## src/rtl/draw_pkg.sv

```systemverilog
// Shared types and parameter legality helper for the draw controller.
package draw_pkg;

  localparam int STATE_W = 2;

  typedef enum logic [STATE_W-1:0] {
    IDLE     = 2'd0,
    COUNTING = 2'd1,
    SEARCH   = 2'd2,
    DONE     = 2'd3
  } draw_state_e;

  function automatic bit params_ok(
    input int max_v,
    input int draws,
    input int value_w,
    input int cnt_w,
    input int idx_w
  );
    return (max_v >= 2) &&
           (draws >= 1) &&
           (draws <= max_v) &&
           (value_w >= 2) && (value_w <= 30) &&
           ((1 << value_w) > max_v) &&
           (cnt_w >= 1) &&
           (idx_w >= 1) && (idx_w <= 30) &&
           ((1 << idx_w) > draws);
  endfunction

endpackage

```

## src/rtl/draw_flag_store.sv

```systemverilog
// Used-value flags: one bit per drawable value, probe read,
// single-bit set and clear-all.
module draw_flag_store #(
  parameter int MAX_VALUE = 92,
  parameter int AW        = 7
) (
  input  logic          clk,
  input  logic          reset_n,
  input  logic          clear_i,
  input  logic          set_i,
  input  logic [AW-1:0] addr_i,
  output logic          used_o
);

  logic [MAX_VALUE-1:0] used_q, used_d;

  always_comb begin
    used_d = used_q;
    if (clear_i) begin
      used_d = '0;
    end else if (set_i) begin
      used_d[addr_i] = 1'b1;
    end
  end

  always_ff @(posedge clk) begin
    if (!reset_n) begin
      used_q <= '0;
    end else begin
      used_q <= used_d;
    end
  end

  assign used_o = used_q[addr_i];

endmodule

```

## src/rtl/draw_controller.sv

```systemverilog
// Key-driven draw-without-replacement controller: a release samples
// the free-running counter, then one flag probe per cycle.
module draw_controller #(
  parameter int MAX_VALUE  = 92,
  parameter int DRAW_COUNT = 7,
  parameter int VALUE_W    = 7,
  parameter int CNT_W      = 32,
  parameter int IDX_W      = 3
) (
  input  logic               clk,
  input  logic               reset_n,
  input  logic               key_count,
  input  logic               restart,
  input  logic [CNT_W-1:0]   counter_value,
  output logic               counting,
  output logic               busy,
  output logic               display_active,
  output logic [VALUE_W-1:0] count_value,
  output logic [IDX_W-1:0]   draw_index,
  output logic               done
);

  import draw_pkg::*;

  if (!params_ok(MAX_VALUE, DRAW_COUNT, VALUE_W, CNT_W, IDX_W))
  begin : g_bad_params
    $error("draw_controller: illegal parameter set");
  end

  localparam int AW = $clog2(MAX_VALUE);

  draw_state_e        state_q, state_d;
  logic               last_key_q;
  logic [VALUE_W-1:0] probe_q, probe_d;
  logic [VALUE_W-1:0] value_q, value_d;
  logic [IDX_W-1:0]   idx_q, idx_d;
  logic               counting_q, counting_d;
  logic               busy_q, busy_d;
  logic               disp_q, disp_d;
  logic               done_q, done_d;

  logic               rise, fall;
  logic               used, set_flag, clr_flags;
  logic [CNT_W-1:0]   mod_w;
  logic [VALUE_W-1:0] probe_m1;
  logic [IDX_W-1:0]   idx_next;

  assign rise     = key_count & ~last_key_q;
  assign fall     = ~key_count & last_key_q;
  assign mod_w    = counter_value % CNT_W'(MAX_VALUE);
  assign probe_m1 = probe_q - VALUE_W'(1);
  assign idx_next = idx_q + IDX_W'(1);

  draw_flag_store #(
    .MAX_VALUE (MAX_VALUE),
    .AW        (AW)
  ) u_flags (
    .clk     (clk),
    .reset_n (reset_n),
    .clear_i (clr_flags),
    .set_i   (set_flag),
    .addr_i  (probe_m1[AW-1:0]),
    .used_o  (used)
  );

  always_comb begin
    state_d    = state_q;
    probe_d    = probe_q;
    value_d    = value_q;
    idx_d      = idx_q;
    counting_d = counting_q;
    busy_d     = busy_q;
    disp_d     = 1'b0;
    done_d     = done_q;
    set_flag   = 1'b0;
    clr_flags  = 1'b0;
    // restart outranks a probe that would succeed this cycle
    if (restart) begin
      state_d    = IDLE;
      idx_d      = '0;
      done_d     = 1'b0;
      counting_d = 1'b0;
      busy_d     = 1'b0;
      clr_flags  = 1'b1;
    end else begin
      unique case (state_q)
        IDLE: begin
          if (rise) begin
            state_d    = COUNTING;
            counting_d = 1'b1;
          end
        end
        COUNTING: begin
          if (fall) begin
            state_d    = SEARCH;
            probe_d    = VALUE_W'(mod_w) + VALUE_W'(1);
            counting_d = 1'b0;
            busy_d     = 1'b1;
          end
        end
        SEARCH: begin
          if (!used) begin
            set_flag = 1'b1;
            value_d  = probe_q;
            idx_d    = idx_next;
            disp_d   = 1'b1;
            busy_d   = 1'b0;
            if (idx_next == IDX_W'(DRAW_COUNT)) begin
              state_d = DONE;
              done_d  = 1'b1;
            end else begin
              state_d = IDLE;
            end
          end else if (probe_q == VALUE_W'(MAX_VALUE)) begin
            probe_d = VALUE_W'(1);
          end else begin
            probe_d = probe_q + VALUE_W'(1);
          end
        end
        DONE: begin
          done_d = 1'b1;
        end
        default: state_d = IDLE;
      endcase
    end
  end

  always_ff @(posedge clk) begin
    if (!reset_n) begin
      state_q    <= IDLE;
      last_key_q <= 1'b0;
      probe_q    <= '0;
      value_q    <= '0;
      idx_q      <= '0;
      counting_q <= 1'b0;
      busy_q     <= 1'b0;
      disp_q     <= 1'b0;
      done_q     <= 1'b0;
    end else begin
      state_q    <= state_d;
      last_key_q <= key_count;
      probe_q    <= probe_d;
      value_q    <= value_d;
      idx_q      <= idx_d;
      counting_q <= counting_d;
      busy_q     <= busy_d;
      disp_q     <= disp_d;
      done_q     <= done_d;
    end
  end

  assign counting       = counting_q;
  assign busy           = busy_q;
  assign display_active = disp_q;
  assign count_value    = value_q;
  assign draw_index     = idx_q;
  assign done           = done_q;

endmodule

```

## config.mk

```make
export PLATFORM = sky130hd
export DESIGN_NAME = draw_controller
export DESIGN_NICKNAME = d
export VERILOG_FILES = /design/src/rtl/draw_pkg.sv /design/src/rtl/draw_flag_store.sv /design/src/rtl/draw_controller.sv
export SDC_FILE = /design/constraint.sdc
export NUM_CORES = 1
export LEC_CHECK = 0
export ABC_AREA = 0
export CAP_MARGIN = 20
export CELL_PAD_IN_SITES_DETAIL_PLACEMENT = 1
export CELL_PAD_IN_SITES_GLOBAL_PLACEMENT = 1
export CORE_UTILIZATION = 42
export DETAILED_ROUTE_END_ITERATION = 8
export HOLD_SLACK_MARGIN = 0.1
export PLACE_DENSITY_LB_ADDON = 0.1
export SYNTH_ARGS = -nofsm -noshare
export SYNTH_HDL_FRONTEND = slang
export SYNTH_SLANG_ARGS = --single-unit
```

## constraint.sdc

```tcl
create_clock -name clk -period 19.4 [get_ports clk]
set_input_delay 3.88 -clock clk [delete_from_list [all_inputs] [get_ports clk]]
set_output_delay 3.88 -clock clk [all_outputs]
set_load 0.1 [all_outputs]
```

Word level (Yosys, flattened, before mapping)
Cells that the tools add are included.

cells by class
  add/subtract/negate cells = 4
  div/mod/pow operators = 1
  order comparisons = 2
  equality and inequality tests = 10
  mux-type cells = 26
  bitwise gates (word level) = 8
  reduce and logical (&&, ||, !) cells = 15

operators by type and width
  kind                   number
  $or 92x92->92          1
  $mod 32x7->32 const B  1
  $mux 7                 3
  $add 7x1->7 const B    2
  $pmux 7 s2             1
  $mux 1                 12
  $reduce_and 3->1       4
  $ne 2x2->1 const B     5
  $lt 7x8->1 const B     1
  $mux 2                 4
  $reduce_and 4->1       2
  $bmux 1 s7             1
  $demux 1 s7            1
  $eq 7x7->1 const B     1
  $ge 7x1->1 const B     1
  $sub 7x1->7 const B    1
  $pmux 1 s2             3
  $pmux 2 s3             1
  $reduce_bool 2->1      3
  $not 1->1              5
  $eq 2x2->1 const B     2
  $reduce_or 2->1        2
  $add 3x1->3 const B    1
  $eq 3x3->1 const B     1
  other kinds (6)        7

word-level totals
  register bits after elaboration = 116
  bits of input ports = 36
  output and inout bits = 14

Depth between registers and ports, before layout
Gate-level depths: netlist of run 1.

  depth after elaboration = 6
  gate-level depth with buffers = 74
  depth with buffers taken out = 61

Modules after synthesis
Synthesis of run 1 repeated with hierarchy kept, for this count alone.

second synthesis, totals
  cell total of the unflattened synthesis = 1,500
  area total of the unflattened synthesis = 11,262.1 um2

by module, submodules not included
  module           instances  cells each  area each (um2)
  draw_controller  1          1,073       7,492.2
  draw_flag_store  1          427         3,769.9

Worst setup path after synthesis of run 1
OpenSTA, ideal clock, no wires.

  kind = input-to-reg
  start point = in counter_value[31]
  end point = reg probe_q[6]
  arrival time = 18,927 ps
  required time = 19,278 ps
  path slack = 351 ps
  cell stages on the path = 65
  buffers on the path = 7
  cells stage by stage = buf_2 -> buf_2 -> nor4bb_1 -> a21oi_1 -> a221oi_1 -> o21ai_1 -> and2_4 -> maj3_1 -> o22a_1 -> buf_2 -> a32oi_1 -> a31oi_1 -> o32a_1 -> buf_6 -> nor3_4 -> nand3_1 -> and4_1 -> buf_2 -> (+29 left out) -> o21ai_2 -> o21ai_0 -> mux2_2 -> o41a_1 -> buf_2 -> or3_1 -> a211oi_1 -> o22a_2 -> nand2_2 -> a31o_1 -> xor2_1 -> a2111o_1 -> and4_4 -> o311ai_1 -> a221oi_2 -> xnor2_1 -> a211oi_1 -> o311a_1

on the way
  word-level cells in the longest chain between the ends = 4

ends and longest elaborated chain
  element               line                    text
  start, declared       draw_controller.sv:14   input logic [CNT_W-1:0] counter_value,
  $mod 32x7->32         draw_controller.sv:50   assign mod_w = counter_value % CNT_W'(MAX_VALUE);
  $add 7x1->7           draw_controller.sv:96   probe_d = VALUE_W'(mod_w) + VALUE_W'(1);
  $mux 7                draw_controller.sv:94   if (fall) begin
  $pmux 7 s2            draw_controller.sv:86   unique case (state_q)
  end signal, assigned  draw_controller.sv:142  probe_q <= probe_d;
  end, declared         draw_controller.sv:34   logic [VALUE_W-1:0] probe_q, probe_d;

Every way passes these cells. The select of a mux whose other input is x is not followed.
A chain may end at the register's enable or synchronous reset.

Final worst setup path of run 1
  start point = in counter_value[29]
  end point = reg probe_q[6]

The elaborated chain is that of the path after synthesis.

==> results of run 1 <==
[worst min-delay path: cells and delay by family, from the launching register on]
kind | cells | cell delay, ps
AO/OA/AOI/OAI | 1 | 40
AND/OR/NAND/NOR | 1 | 70
flip-flops | 1 | 330
[per-stage QoR]
step                      cells  hold WS, ps
after floorplan            1478          431
after global placement     2056          444
after detailed placement   2056          458
after CTS                  2091          472
after global routing       2126          486
final                      2126          470
[sequential cells by signal, summed over array words and instances (netlist names)]
| register | flops |
|---|---|
| probe_q | 7 |
| done | 1 |
| counting | 1 |
| draw_index | 3 |
| u_flags.used_q | 92 |
| state_q | 2 |
| last_key_q | 1 |
| display_active | 1 |
| busy | 1 |
| count_value | 7 |
[layout make-up]
cell class	count	area share
multi-input cells	1230	0.584
repair buffers	358	0.185
flip-flops and latches	116	0.150
clock buffers	22	0.0307
well taps	335	0.0271
inverters	55	0.0134
clock inverters	10	0.00988
[worst min path at each step]
stage | to | slack [ps] | cells past startpoint | start
after floorplan | u_flags.used_q[90]$_SDFFE_PP0P_ | 430 | 2 | u_flags.used_q[90]$_SDFFE_PP0P_
after global placement | u_flags.used_q[91]$_SDFFE_PP0P_ | 440 | 2 | u_flags.used_q[91]$_SDFFE_PP0P_
after detailed placement | u_flags.used_q[53]$_SDFFE_PP0P_ | 460 | 2 | u_flags.used_q[53]$_SDFFE_PP0P_
after CTS | u_flags.used_q[53]$_SDFFE_PP0P_ | 470 | 2 | u_flags.used_q[53]$_SDFFE_PP0P_
after global routing | u_flags.used_q[52]$_SDFFE_PP0P_ | 490 | 2 | u_flags.used_q[52]$_SDFFE_PP0P_
final | u_flags.used_q[84]$_SDFFE_PP0P_ | 470 | 2 | u_flags.used_q[84]$_SDFFE_PP0P_
[repair_timing]
| action | CTS | global route |
|---|---|---|
| endpoints found under the setup margin | 5 | 5 |
| setup buffers | 3 | 32 |
| gates resized for setup | 19 | 167 |
| pin swaps | 6 | 68 |
| endpoints found under the hold margin | 0 | 0 |
| cloned | 0 | 2 |
[layout by cell type (no fill, tap or decap), types with 20 or more instances in the layout]
cell type,n
a21oi_1,161
dfxtp_1,116
a21o_1,23
a22oi_1,22
nand2b_1,20
nor3_1,27
nand3_1,39
o211ai_1,26
nor2_1,183
buf_4,298
nand2_1,88
xnor2_1,27
o21ai_0,48
inv_1,52
clkdlybuf4s50_1,42
[cell families (layout without fill, tap and decap cells)]
group	Yosys count	after routing	share of synthesized area
AO/OA/AOI/OAI	604	604	0.403
AND/OR/NAND/NOR	524	524	0.235
buffers and inverters	132	445	0.0521
flip-flops	116	116	0.210
XOR/XNOR	42	42	0.0376
multiplexers	42	42	0.0443
adder cells (fa/ha/maj)	18	18	0.0188
[cell usage after synthesis, drive strengths merged, types with 24 or more instances]
cell type and n:
nor3 35, a21oi 180, dfxtp 116, o21ai 80, nor2 192, xnor2 32
o211ai 30, a22oi 26, clkbuf 44, nand3 41, buf 33, nand2 93
mux2i 27, and2 24, inv 55
[layer usage]
metal | vias to the layer above | global-route usage | part of all wire
met4 | 0 | 0.0863 | 0.020
met1 | 6456 | 0.364 | 0.44
met3 | 82 | 0.0253 | 0.027
met5 | - | 0 | 0
li1 | 6234 | - | -
met2 | 261 | 0.509 | 0.51
==> run summary, run 1 <==
Status - completed
CP startpoint - counter_value[29]
Yosys cell types - 125
Insertion delay to the later sink of the worst-skew pair - 420 ps
Max incr delay on CP - 450 ps
Area Growth Syn to Fin - 39.8%
Starting Density - 0.427
Num ports - 50
Yosys warning count - 0
Total negative slack - 0 ps
Synth area leaders - dfxtp_1, a21oi_1, nor2_1
Pin count of the biggest net entering global routing - 102
Slew HR - 0.247
FFs w/ async S/R, synth - 0
Fin area - 15400 sq um
Post-synth top area cell - dfxtp_1
Setup Skew - 7.28 ps
Via Count - 13.0k
Clock transition at the registers of the reported paths - 60 ps
WS Path Type - input port to flip-flop
Final min period - 19170 ps
Reg area - 2320 sq um
H-tree Lvls - 4
Final hold vios - 0
Reg-to-reg startpoint - probe_q[0]$_SDFFE_PN0P_
Core ar. - 25900 sq um
Seq/Total Area, Yosys - 0.210
Number of diodes - 0
First-pass GRT wire length - 64.1 mm
CP Launch Type - input port
Bufs on Longest Clock Path - 2
Vias in the first global route - 13.1k
Row cnt - 59
FMAX - 0.0522 GHz
Worst path required time - 19710 ps
Area share of the largest cell type after synthesis - 0.210
Fin crit share - 0.988
Sink Count - 116
DRC violations left - 0
Critical Path Sink - probe_q[6]$_SDFFE_PN0P_
Initial antenna violation count - 0
Placed inst area - 13700 sq um
Worst path depth - 70
Num CTS Buffers - 17
Number of synthesized flops with an enable pin - 0
GR Util All Layers - 0.287
FF-to-FF path depth - 16
Slew Viols, Final - 0
Crit path DAT - 19480 ps
Antenna-violating nets left - 0
1st-pass router iterations - 5
Top cell family by delay on the critical path - compound AO/OA/AOI/OAI gates
Element type at the critical path end - flip-flop
Worst R2R End - u_flags.used_q[27]$_SDFFE_PP0P_
Die area - 27000 sq um
Starting DRT DRC Count - 706
Per-cell routed wire length - 20.0 um
Number of nets in the finished design - 1825
Clk root buf - clkbuf_16
Fillers - 3159
Synth Flop Type - dfxtp_1
WP buf/inv - 11
Hold Crit Class - flip-flop to flip-flop
Final setup vio count - 0
Total grt overflow - 0
Synth Register Bits - 116
IO buf count - 49
Placement Setup Slack - -613 ps
CP max stage cell - o32a_1
DP Wirelength - 29.3 mm
Die W - 164 um
Die Y - 164 um
Syn Nets - 1525
Layout cells sized above 1 - 0.312
Synth Cell Area - 11100 sq um
CTS tree - yes
Worst-Margin Slew - 1130 ps
Mean post-synth cell area - 7.48 sq um
Post-Synthesis Cells - 1478
Final worst slack - 230 ps
DRT Wirelength - 42.6 mm
Final RePlAce weighted congestion - 0.890
Max Cap Viol - 0
Via density - 6.13
CTS hold repair buffers - 0
Worst path most repeated cell - buf_4
Reg-to-reg setup timing slack - 13090 ps
Utilization after layout - 0.596
Critical path peak fanout - 8
Multi-input gate area - 9010 sq um
Power of run 1 is not shown: default switching activity piles up to over one toggle a cycle in this logic, so the estimate is an artifact.
==> run 2: changes to the inputs <==
GPL_ROUTABILITY_DRIVEN = 0   (was unset)
==> run 2 against run 1 <==
Utilization fell by 0.053 points. Count of clock-buffer cells in the layout is 5 higher. Via count is 0.21% lower. Final cell count unchanged.
==> run summary, run 2 (synthesis results as in run 1) <==
Worst path most repeated cell - buf_4
1st-pass router iterations - 5
DP Wirelength - 29.0 mm
Number of nets in the finished design - 1827
Fin crit share - 0.982
Vias in the first global route - 12.9k
First-pass GRT wire length - 63.1 mm
FMAX - 0.0525 GHz
Largest Register - u_flags.used_q
Via Count - 13.0k
Worst-Margin Slew - 1130 ps
Per-cell routed wire length - 19.6 um
Clock transition at the registers of the reported paths - 60 ps
Total grt overflow - 0
GR Util All Layers - 0.283
H-tree Lvls - 4
CP Launch Type - input port
Crit path DAT - 19380 ps
Slew Viols, Final - 0
Antenna-violating nets left - 0
Die W - 164 um
CTS tree - yes
Area Growth Syn to Fin - 39.6%
Routed wl met2 - 21.1 mm
WS Path Type - input port to flip-flop
Slew HR - 0.242
Met1 WL - 18.6 mm
Clk root buf - clkbuf_16
Number of diodes - 0
Fillers - 3160
Sink Count - 116
Most common cell after layout, fill and taps aside - buf_4
Insertion delay to the later sink of the worst-skew pair - 430 ps
Num CTS Buffers - 17
Row cnt - 59
Element type at the critical path end - flip-flop
Worst path required time - 19720 ps
Die area - 27000 sq um
Critical path peak fanout - 8
Met3 wire len - 1.18 mm
Final hold vios - 0
Status - completed
Core ar. - 25900 sq um
Setup Skew - 19.1 ps
Max Cap Viol - 0
Max incr delay on CP - 460 ps
Max reg flops - 92
Die Y - 164 um
Top sig layer - met4
Starting DRT DRC Count - 858
CP max stage cell - o41a_1
Num ports - 50
Total negative slack - 0 ps
Pin count of the biggest net entering global routing - 102
DRT Wirelength - 41.6 mm
Via density - 6.12
DRC violations left - 0
Final setup vio count - 0
Commonest cells after routing, fill and taps aside - buf_4, nor2_1, a21oi_1
Layout cells sized above 1 - 0.315
Initial antenna violation count - 0
Hold Crit Class - flip-flop to flip-flop
Final min period - 19050 ps
Bufs on Longest Clock Path - 2
IO buf count - 49
Starting Density - 0.427
run 2: changes by cell type in the layout (fill, tap and decap cells not counted), sizes merged:
| cell | before | now |
|---|---|---|
| clkdlybuf4s50 | 42 | 43 |
| clkbuf | 27 | 28 |
| clkinvlp | 1 | 0 |
| buf | 308 | 310 |
| dlymetal6s2s | 3 | 5 |
| o31a | 5 | 6 |
| clkinv | 5 | 3 |
| bufinv | 4 | 0 |
run 2: critical path: cells and delay by family:
family | cells | cell delay (ps)
AO/OA/AOI/OAI | 47 | 10010
XOR/XNOR | 2 | 440
buffers and inverters | 12 | 2170
multiplexers | 2 | 580
AND/OR/NAND/NOR | 9 | 2330
run 2: final timing paths:
path	from	end	slack [ps]	depth (start not counted)
max	counter_value[28]	probe_q[6]$_SDFFE_PN0P_	350	72
min	u_flags.used_q[27]$_SDFFE_PP0P_	u_flags.used_q[27]$_SDFFE_PP0P_	470	2
max reg2reg	probe_q[0]$_SDFFE_PN0P_	u_flags.used_q[11]$_SDFFE_PP0P_	12960	16
min reg2reg	u_flags.used_q[27]$_SDFFE_PP0P_	u_flags.used_q[27]$_SDFFE_PP0P_	470	2
run 2: final cells by class:
type,count,area (sq um),share of cell area
multi-input cells,1231,9050,0.586
clock buffers,27,553,0.0358
flip-flops and latches,116,2320,0.150
well taps,335,419,0.0272
inverters,55,206,0.0134
clock inverters,3,15.0,0.000973
repair buffers,359,2870,0.186
run 2: timing repair:
action                                  CTS  global route
endpoints found under the hold margin     0             0
hold buffers                              0             0
endpoints found under the setup margin    5             5
gates cloned                              0             2
pin swaps                                 3            73
setup buffers                             1            33
resized for setup                        10           172
run 2: stage by stage:
step / hold WS [ps] / std cells / util / worst slack, ps / instance area, sq um
6_report: 467 / 2126 / 0.596 / 345 / 15400
3_5_place_dp: 459 / 2059 / 0.528 / -684 / 13700
3_3_place_gp: 446 / 2059 / 0.528 / -221 / 13700
2_1_floorplan: 431 / 1478 / - / 351 / 11100
4_1_cts: 471 / 2090 / 0.551 / 8.45 / 14300
5_1_grt: 497 / 2126 / 0.596 / -416 / 15400
run 2: per-layer routing:
metal	vias to the layer above	global-route usage
li1	6233	-
met1	6446	0.361
met2	258	0.499
met3	69	0.0311
met4	0	0.0795
met5	-	0
Power of run 2 is left out for the same reason.
==> run 3: changes to the inputs <==
CORE_MARGIN = 4   (was unset)
==> run 3 against run 2 <==
Non-clock buffer count rose by 22. Global-route usage is 2.3 points lower. Wire length up 4.5%. Register-to-register slack improved by 110 ps. Sequential share of layout area is 0.40 points lower. Final cell count is 1.0% higher. Critical path type unchanged. Critical endpoint unchanged.
==> run summary, run 3 (synthesis results as in run 1) <==
Status - completed
Crit path DAT - 19570 ps
Fillers - 3170
Max incr delay on CP - 610 ps
Top sig layer - met4
Final worst slack - 200 ps
Final min period - 19200 ps
Vias in the first global route - 13.1k
CP Launch Type - input port
1st-pass router iterations - 5
Core ar. - 26000 sq um
Clk root buf - clkbuf_16
FF-to-FF path depth - 16
Utilization after layout - 0.610
Routed wl met2 - 22.6 mm
Bufs on Longest Clock Path - 2
IO buf count - 49
Row cnt - 59
Placement Setup Slack - -716 ps
Unrepaired setup endpoints after global routing - true
Slew Viols, Final - 0
DP Wirelength - 29.3 mm
Via Count - 13.3k
Layout cells sized above 1 - 0.334
Worst path required time - 19770 ps
H-tree Lvls - 4
Reg-to-reg startpoint - probe_q[0]$_SDFFE_PN0P_
Final setup vio count - 0
Starting Density - 0.425
Hold Crit Start - u_flags.used_q[40]$_SDFFE_PP0P_
Worst-Margin Slew - 1100 ps
DRC violations left - 0
Max reg flops - 92
Critical path peak fanout - 7
Slew HR - 0.266
Hold depth - 2
Num CTS Buffers - 17
Top cell family by delay on the critical path - compound AO/OA/AOI/OAI gates
Initial antenna violation count - 0
Largest Register - u_flags.used_q
Total grt overflow - 0
Worst path most repeated cell - buf_4
Antenna-violating nets left - 0
Fin crit share - 0.990
Die W - 170 um
Die area - 29000 sq um
Area Growth Syn to Fin - 43.5%
Pin count of the biggest net entering global routing - 102
Element type at the critical path end - flip-flop
Max Cap Viol - 0
Multi-input gate area - 9220 sq um
Sink Count - 116
Insertion delay to the later sink of the worst-skew pair - 420 ps
Hold Crit Class - flip-flop to flip-flop
Met3 wire len - 1.22 mm
Setup Skew - 12.3 ps
Most common cell after layout, fill and taps aside - buf_4
CP max stage cell - or4_1
Worst R2R End - u_flags.used_q[27]$_SDFFE_PP0P_
CTS hold repair buffers - 0
WP buf/inv - 11
Number of nets in the finished design - 1848
CTS tree - yes
Hold Path End - u_flags.used_q[40]$_SDFFE_PP0P_
Die Y - 170 um
Commonest cells after routing, fill and taps aside - buf_4, nor2_1, a21oi_1
GR Util All Layers - 0.260
Met1 WL - 18.7 mm
FMAX - 0.0521 GHz
DRT Wirelength - 43.5 mm
WS Path Type - input port to flip-flop
Starting DRT DRC Count - 825
Via density - 6.19
Reg-to-reg setup timing slack - 13070 ps
Clock transition at the registers of the reported paths - 50 ps
Per-cell routed wire length - 20.2 um
Num ports - 50
Final hold vios - 0
Reg area - 2320 sq um
First-pass GRT wire length - 64.3 mm
Number of diodes - 0
## run 3: repair_timing
action,4_1_cts,5_1_grt
buffers inserted,1,48
cloned,0,0
resized for setup,15,208
pin swaps,3,97
setup endpoints to repair,5,5
## run 3: per-layer routing
metal	vias to the layer above	track usage
met5	-	0
met4	0	0.0535
met3	81	0.0309
met2	279	0.475
met1	6643	0.329
li1	6291	-
## run 3: worst max path at each step
stage                           start                      end  depth (start not counted)
CTS                 counter_value[31]  probe_q[6]$_SDFFE_PN0P_                         66
finish              counter_value[27]  probe_q[6]$_SDFFE_PN0P_                         67
detailed placement  counter_value[27]  probe_q[6]$_SDFFE_PN0P_                         66
global route        counter_value[27]  probe_q[3]$_SDFFE_PN0P_                         71
floorplan           counter_value[31]  probe_q[6]$_SDFFE_PN0P_                         65
global placement    counter_value[29]  probe_q[6]$_SDFFE_PN0P_                         66
## run 3: worst min-delay path, stage by stage, from the launching register on
cell     delay [ps]
dfxtp_1         320
a21oi_1          40
nor2_1           70
## run 3: metrics by stage
stage	std cells	area (sq um)	hold slack, ps	setup TNS, ps
after floorplan	1478	11100	431	0
after global placement	2069	13800	445	-1310
after detailed placement	2069	13800	456	-3300
after CTS	2101	14400	468	0
after global routing	2148	15900	483	-2890
final	2148	15900	463	0
## run 3: area by class of cell
cell class | instances | area share
clock buffer | 21 | 0.0297
clock inverter | 10 | 0.00821
inverter | 55 | 0.0130
multi-input combinational | 1230 | 0.581
sequential | 116 | 0.146
tap | 335 | 0.0264
timing repair buffer | 381 | 0.195
Power of run 3 is left out for the same reason.
